--- src/rtl/branch_target_unit_pkg.sv ---
// Shared types for the branch target unit: entry kinds, table entry layout,
// sweep FSM states and the saturating counter step.
package p_hardisc;

   // Entry fields are sized for the widest supported configuration; the
   // unit fills unused upper bits with zero.
   localparam int TAG_MAX = 30;
   localparam int CNT_MAX = 8;

   typedef enum logic [1:0] {
      BRANCH = 2'b00,
      JUMP   = 2'b01,
      CALL   = 2'b10,
      RETURN = 2'b11
   } btu_kind_t;

   typedef struct packed {
      logic               valid;
      logic [TAG_MAX-1:0] tag;
      logic               ualig;
      btu_kind_t          kind;
      logic [19:0]        offset;
      logic [CNT_MAX-1:0] cnt;
   } btu_entry_t;

   typedef enum logic {
      IDLE  = 1'b0,
      FLUSH = 1'b1
   } btu_state_t;

   function automatic logic [CNT_MAX-1:0] cnt_step(input logic [CNT_MAX-1:0] c,
                                                   input logic up,
                                                   input logic [CNT_MAX-1:0] top);
      if (up) return (c == top) ? c : c + 1'b1;
      return (c == '0) ? c : c - 1'b1;
   endfunction

endpackage

--- src/rtl/branch_target_unit_return_stack.sv ---
// Circular return-address stack; pushes past DEPTH overwrite the oldest
// address, pops on an empty stack are ignored.
module return_stack #(
   parameter int DEPTH = 4
) (
   input  logic        clk,
   input  logic        rst,
   input  logic        clr,
   input  logic        push,
   input  logic        pop,
   input  logic [31:0] data,
   output logic [31:0] top,
   output logic        nonempty
);

   localparam int PW = (DEPTH > 1) ? $clog2(DEPTH) : 1;

   logic [31:0]   mem [DEPTH];
   logic [PW-1:0] ptr;
   logic [PW:0]   count;

   always_ff @(posedge clk or posedge rst) begin
      if (rst) begin
         ptr   <= '0;
         count <= '0;
      end else if (clr) begin
         ptr   <= '0;
         count <= '0;
      end else if (push) begin
         ptr <= ptr + 1'b1;
         if (count != (PW+1)'(DEPTH)) count <= count + 1'b1;
      end else if (pop && count != '0) begin
         ptr   <= ptr - 1'b1;
         count <= count - 1'b1;
      end
   end

   always_ff @(posedge clk) begin
      if (push && !clr) mem[ptr + 1'b1] <= data;
   end

   assign top      = mem[ptr];
   assign nonempty = (count != '0);

endmodule

--- src/rtl/branch_target_unit.sv ---
// Direct-mapped tagged branch target table with registered prediction and a
// one-entry-per-cycle flush sweep. Define PRED_RAS_EN for return prediction.
module branch_target_unit
   import p_hardisc::*;
#(
   parameter int ENTRIES   = 16,
   parameter int TAG_W     = 8,
   parameter int CNT_W     = 2,
   parameter int RAS_DEPTH = 4
) (
   input  logic        s_clk_i,
   input  logic        s_reset_i,
   input  logic        s_flush_i,
   output logic        s_busy_o,
   input  logic        s_fetch_valid_i,
   input  logic [31:1] s_fetch_add_i,
   input  logic        s_upd_valid_i,
   input  logic [1:0]  s_upd_kind_i,
   input  logic        s_upd_rvc_i,
   input  logic        s_upd_taken_i,
   input  logic [31:0] s_upd_base_i,
   input  logic [19:0] s_upd_offset_i,
   output logic        s_pred_valid_o,
   output logic [1:0]  s_pred_taken_o,
   output logic [31:0] s_pred_add_o
);

   localparam int IDX_W  = $clog2(ENTRIES);
   localparam int TAG_LO = IDX_W + 2;
   localparam logic [CNT_MAX-1:0] CNT_ONES = CNT_MAX'((1 << CNT_W) - 1);
   localparam logic [CNT_MAX-1:0] CNT_WEAK = CNT_MAX'(1 << (CNT_W - 1));

   btu_entry_t       tbl [ENTRIES];
   logic [ENTRIES-1:0] valid_q;
   btu_state_t       state;
   logic [IDX_W-1:0] flush_idx;
   logic             idle;

   assign idle     = (state == IDLE);
   assign s_busy_o = (state == FLUSH);

   // ---------------- lookup ----------------
   logic [IDX_W-1:0] f_idx;
   logic [TAG_W-1:0] f_tag;
   btu_entry_t       f_rd;
   logic             f_hit, f_taken;
   logic [31:0]      f_word, f_target;
   logic             ret_taken;
   logic [31:0]      ret_target;

   assign f_idx  = s_fetch_add_i[TAG_LO-1:2];
   assign f_tag  = s_fetch_add_i[TAG_LO+TAG_W-1:TAG_LO];
   assign f_rd   = tbl[f_idx];
   assign f_hit  = valid_q[f_idx] && f_rd.valid && (f_rd.tag == TAG_MAX'(f_tag));
   assign f_word = {s_fetch_add_i[31:2], 2'b00};

   always_comb begin
      f_taken  = 1'b0;
      f_target = f_word + {30'd0, f_rd.ualig, 1'b0}
               + {{11{f_rd.offset[19]}}, f_rd.offset, 1'b0};
      case (f_rd.kind)
         JUMP, CALL: f_taken = 1'b1;
         BRANCH:     f_taken = f_rd.cnt[CNT_W-1];
         RETURN: begin
            f_taken  = ret_taken;
            f_target = ret_target;
         end
         default:    f_taken = 1'b0;
      endcase
   end

   always_ff @(posedge s_clk_i or posedge s_reset_i) begin
      if (s_reset_i) begin
         s_pred_valid_o <= 1'b0;
         s_pred_taken_o <= 2'b00;
         s_pred_add_o   <= '0;
      end else begin
         s_pred_valid_o <= s_fetch_valid_i && idle;
         if (s_fetch_valid_i && idle && f_hit && f_taken) begin
            s_pred_taken_o <= f_rd.ualig ? 2'b10 : 2'b01;
            s_pred_add_o   <= f_target;
         end else begin
            s_pred_taken_o <= 2'b00;
         end
      end
   end

   // ---------------- update ----------------
   // An RVI instruction straddling a word is filed under the following word,
   // so its offset is rebased by one halfword.
   logic             u_fix, u_ualig, u_ok, u_hit, wr_en;
   logic [31:0]      u_addr;
   logic [19:0]      u_off;
   logic [IDX_W-1:0] u_idx;
   logic [TAG_W-1:0] u_tag;
   btu_kind_t        u_kind;
   btu_entry_t       u_rd, wr_entry;

   assign u_fix   = !s_upd_rvc_i && s_upd_base_i[1];
   assign u_ualig = s_upd_rvc_i && s_upd_base_i[1];
   assign u_addr  = u_fix ? s_upd_base_i + 32'd2 : s_upd_base_i;
   assign u_off   = u_fix ? s_upd_offset_i - 20'd1 : s_upd_offset_i;
   assign u_idx   = u_addr[TAG_LO-1:2];
   assign u_tag   = u_addr[TAG_LO+TAG_W-1:TAG_LO];
   assign u_kind  = btu_kind_t'(s_upd_kind_i);
   assign u_ok    = s_upd_valid_i && idle;
   assign u_rd    = tbl[u_idx];
   assign u_hit   = valid_q[u_idx] && u_rd.valid && (u_rd.tag == TAG_MAX'(u_tag));

   always_comb begin
      wr_en           = 1'b0;
      wr_entry.valid  = 1'b1;
      wr_entry.tag    = TAG_MAX'(u_tag);
      wr_entry.ualig  = u_ualig;
      wr_entry.kind   = u_kind;
      wr_entry.offset = u_off;
      wr_entry.cnt    = CNT_ONES;
      if (u_ok) begin
         if (u_kind != BRANCH) begin
            wr_en = 1'b1;
         end else if (u_hit) begin
            wr_en        = 1'b1;
            wr_entry.cnt = cnt_step(u_rd.cnt, s_upd_taken_i, CNT_ONES);
         end else if (s_upd_taken_i) begin
            wr_en        = 1'b1;
            wr_entry.cnt = CNT_WEAK;
         end
      end
   end

   always_ff @(posedge s_clk_i) begin
      if (wr_en) tbl[u_idx] <= wr_entry;
   end

   // ---------------- valid bits and sweep FSM ----------------
   always_ff @(posedge s_clk_i or posedge s_reset_i) begin
      if (s_reset_i) begin
         valid_q <= '0;
      end else if (state == FLUSH) begin
         valid_q[flush_idx] <= 1'b0;
      end else if (wr_en) begin
         valid_q[u_idx] <= 1'b1;
      end
   end

   always_ff @(posedge s_clk_i or posedge s_reset_i) begin
      if (s_reset_i) begin
         state     <= IDLE;
         flush_idx <= '0;
      end else begin
         case (state)
            IDLE: begin
               if (s_flush_i) begin
                  state     <= FLUSH;
                  flush_idx <= '0;
               end
            end
            FLUSH: begin
               if (s_flush_i) begin
                  flush_idx <= '0;
               end else if (flush_idx == IDX_W'(ENTRIES - 1)) begin
                  state     <= IDLE;
                  flush_idx <= '0;
               end else begin
                  flush_idx <= flush_idx + 1'b1;
               end
            end
            default: state <= IDLE;
         endcase
      end
   end

`ifdef PRED_RAS_EN
   logic [31:0] ras_top;
   logic        ras_nz;

   return_stack #(.DEPTH(RAS_DEPTH)) u_ras (
      .clk      (s_clk_i),
      .rst      (s_reset_i),
      .clr      (s_flush_i),
      .push     (u_ok && u_kind == CALL),
      .pop      (u_ok && u_kind == RETURN),
      .data     (s_upd_base_i + (s_upd_rvc_i ? 32'd2 : 32'd4)),
      .top      (ras_top),
      .nonempty (ras_nz)
   );

   assign ret_taken  = ras_nz;
   assign ret_target = ras_top;
`else
   localparam int unused_ras_depth = RAS_DEPTH;
   assign ret_taken  = 1'b0;
   assign ret_target = '0;
`endif

   logic unused_bits;
   assign unused_bits = ^{s_fetch_add_i[1], u_addr};

endmodule

--- config.mk ---
export PLATFORM = sky130hd
export DESIGN_NAME = branch_target_unit
export DESIGN_NICKNAME = d
export VERILOG_FILES = /design/src/rtl/branch_target_unit_pkg.sv /design/src/rtl/branch_target_unit_return_stack.sv /design/src/rtl/branch_target_unit.sv
export SDC_FILE = /design/constraint.sdc
export NUM_CORES = 1
export LEC_CHECK = 0
export ABC_CLOCK_PERIOD_IN_PS = 3800
export CORE_MARGIN = 4
export CORE_UTILIZATION = 55
export CTS_BUF_LIST = sky130_fd_sc_hd__clkbuf_4
export DETAILED_ROUTE_END_ITERATION = 10
export PLACE_DENSITY = 0.76
export RECOVER_POWER = 25
export SYNTH_ARGS = -nofsm -noshare
export SYNTH_HDL_FRONTEND = slang
export SYNTH_SLANG_ARGS = --single-unit
--- constraint.sdc ---
create_clock -name s_clk_i -period 3.8 [get_ports s_clk_i]
set_input_delay 0.76 -clock s_clk_i [delete_from_list [all_inputs] [get_ports s_clk_i]]
set_output_delay 0.76 -clock s_clk_i [all_outputs]
set_load 0.005 [all_outputs]
==> results.toml <==
[die]
fp.dieW_um = 243
die_area_um2 = 58900
core-area_um2 = 54100
boundaryPins = 128
die_h_um = 243
core.rowCount = 85
start_util_pct = 55.9

[power]
vdd.ir_drop.worst_mv = 0.324
total_power_mw = 16.4
power_density_nw_per_um2 = 428
p_leak_nw = 13.8

[worst_hold_path]
hp-class = "input pin to flip-flop"

[grt]
grt_pass1_vias = 19768
grtUsageTotal_pct = 27.0
grt_pass1_wl_um = 120000
grt_max_degree = 56
grt_antenna_before_repair = 3
grt_overflow = 0

[critical_path]
crit_family = "multiplexers"
start_kind = "flip-flop"
critPathRequiredTime_ps = 4650
path_class = "flip-flop to flip-flop"
cp_num_buf_inv = 1
cpMostUsedCell = "mux4_2"
arrival_ps = 4780
cp_cell_sequence = "mux4_2 -> mux4_2 -> ha_4 -> fa_2 -> a211oi_4 -> o21ai_2 -> a31oi_1 -> buf_4 -> o21ai_4 -> a21o_1 -> o41ai_2 -> o21ai_1 -> xnor2_1 -> mux2_4"
end_kind = "flip-flop"
cpMaxStageDelayCell = "mux4_2"
critPathMaxFanout = 3
cpPeakStageDelay_ps = 510

[layout]
area_delta_synth_final_pct = 26.2
nFillCells = 3272
finalNetCount = 2361
instances_no_fill = 3047
drive_gt1_share_pct = 41.3

[logic_synthesis]
synth_warnings = 0
seq_area_frac_synth_pct = 66.4
synth_nets = 1774
yosys-top-cells-count = "624 x edfxtp_1, 224 x mux4_2, 66 x nor2_1"
synth_top_area_share_pct = 61.9
yosys_most_used_dff = "edfxtp_1"
synth_cells = 1642
syn_area_um2 = 30300
async_flop_share_pct = 8.10
ys_seq_elements = 679
synth_top_area_cell = "edfxtp_1"
synthTopCellsByArea = "edfxtp_1 62%, mux4_2 17%, dfrtp_1 4.5%"
yosysUniqueCellTypes = 89
synth_most_common_cell = "edfxtp_1"
syn_avg_cell_area_um2 = 18.4
synth_edf_count = 624

[placed_design]
gp_congestion = 0.899
io_buffers = 106
place_inst = 2730
dp_hpwl_um = 53800

[timing]
tns_ps = -27710
finalHoldViolCount = 0
final-max-slew-violation-count = 56
worst_slack_ps = -135
maxSlewHeadroom_pct = -11.4
skew_ps = 76.5
setup_viol = 491
fin_hold_ws_ps = 433
fmax_mhz = 254
tightest_slew_ps = 1670
finalWorstPathRequiredPeriod_ps = 3940
finalCritPeriodShare_pct = 104
rsz0062_at_grt = "yes"

[drt]
route.detailed.drc = 0
wl_met1_um = 30000
wl_met3_um = 8210
routedWlPerCell_um = 26.6
first_pass_iters = 5
via_count = 19119
via_per_inst = 6.27
wirelength_um = 81100
drt_iter0_markers = 1978
drtAntennaViolNets = 0
met2WireLength_um = 40400
top_layer_used = "met5"

[clock_tree]
clkTransAtPathRegs_ps = 60
cts_root_buf = "clkbuf_4"
cts.sinks = 679
cts_buffer_depth = 3
htree_levels = 4
clk-insertion-delay-late_ps = 990
cts_tree = "yes"
cts_hold_buffers = 0
cts_buffers = 168

[job]
cap_violations = 1

[status]
status = "finished, violations left"
violations = "max-capacitance violations, max-slew violations, negative setup slack"
==> repair_timing <==
action,CTS,global route
gates cloned,0,5
gates resized for setup,4,28
buffers inserted,8,14
pin swaps,9,20
setup endpoints to repair,26,679
==> cell families after synthesis <==
group | synth area share [%]
adder cells (fa/ha/maj) | 1.68
multiplexers | 18.6
AO/OA/AOI/OAI | 5.07
other | 0.0124
buffers and inverters | 1.67
flip-flops | 66.4
AND/OR/NAND/NOR | 4.48
XOR/XNOR | 2.09
==> cell type report <==
class	count	area (um^2)	share of cell area (%)
inverters	26	100	0.262
flip-flops and latches	679	20100	52.6
well taps	696	871	2.28
diodes	2	5.00	0.0131
clock buffers	250	1880	4.91
repair buffers	489	4670	12.2
multi-input cells	865	10300	27.0
clock inverters	40	272	0.710
==> sequential cells by signal, summed over array words and instances, names as in the netlist <==
name	cells
flush_idx	4
s_busy_o	1
s_pred_taken_o	2
s_pred_add_o	31
valid_q	16
s_pred_valid_o	1
tbl	624
==> metal layers <==
metal	vias to the layer above	GRT usage, %
met5	-	0
met4	2	8.56
met3	177	6.21
met2	1172	44.1
met1	9648	36.7
li1	8120	-
==> worst min-delay path, stage by stage <==
cell and delay [ps]:
clkbuf_8 220, fa_2 230, mux2_2 130
==> final timing paths <==
kind / startpoint / end / slack, ps / cells past startpoint
min in group asynchronous: s_reset_i / s_pred_valid_o / 850 / 3
max: tbl[0][8] / s_pred_add_o[25] / -140 / 14
min reg2reg: s_pred_add_o[22] / s_pred_add_o[22] / 490 / 1
min: s_fetch_add_i[2] / s_pred_add_o[2] / 430 / 3
max reg2reg: tbl[0][8] / s_pred_add_o[25] / -140 / 14
max in group asynchronous: s_reset_i / s_pred_add_o[28] / 1940 / 3
==> through the flow <==
| step | cell area [um^2] | utilization, % | worst slack, ps |
|---|---|---|---|
| 2_1_floorplan | 31000 | - | -1050 |
| 3_3_place_gp | 35700 | 65.9 | -967 |
| 3_5_place_dp | 35700 | 65.9 | -1100 |
| 4_1_cts | 37900 | 70.1 | -52.1 |
| 5_1_grt | 38200 | 70.6 | -297 |
| 6_report | 38200 | 70.6 | -135 |
==> report_power, final <==
part           switching (mW)  leakage [nW]  internal (mW)
clock                    2.87          1.28           3.26
combinational            1.01          5.89           1.02
sequential             0.0272          6.64           8.17
==> layout by cell type (no fill, tap or decap), drive strengths merged, types with 27 or more instances in the layout <==
master,n
clkbuf,287
buf,350
nor3,27
ha,39
mux4,228
nor2,67
dfrtp,55
nand2,64
clkdlybuf4s50,96
edfxtp,624
xnor2,49
clkinv,36
o21ai,56
a21oi,48
No activity file was read; power rests on OpenSTA's default activity.
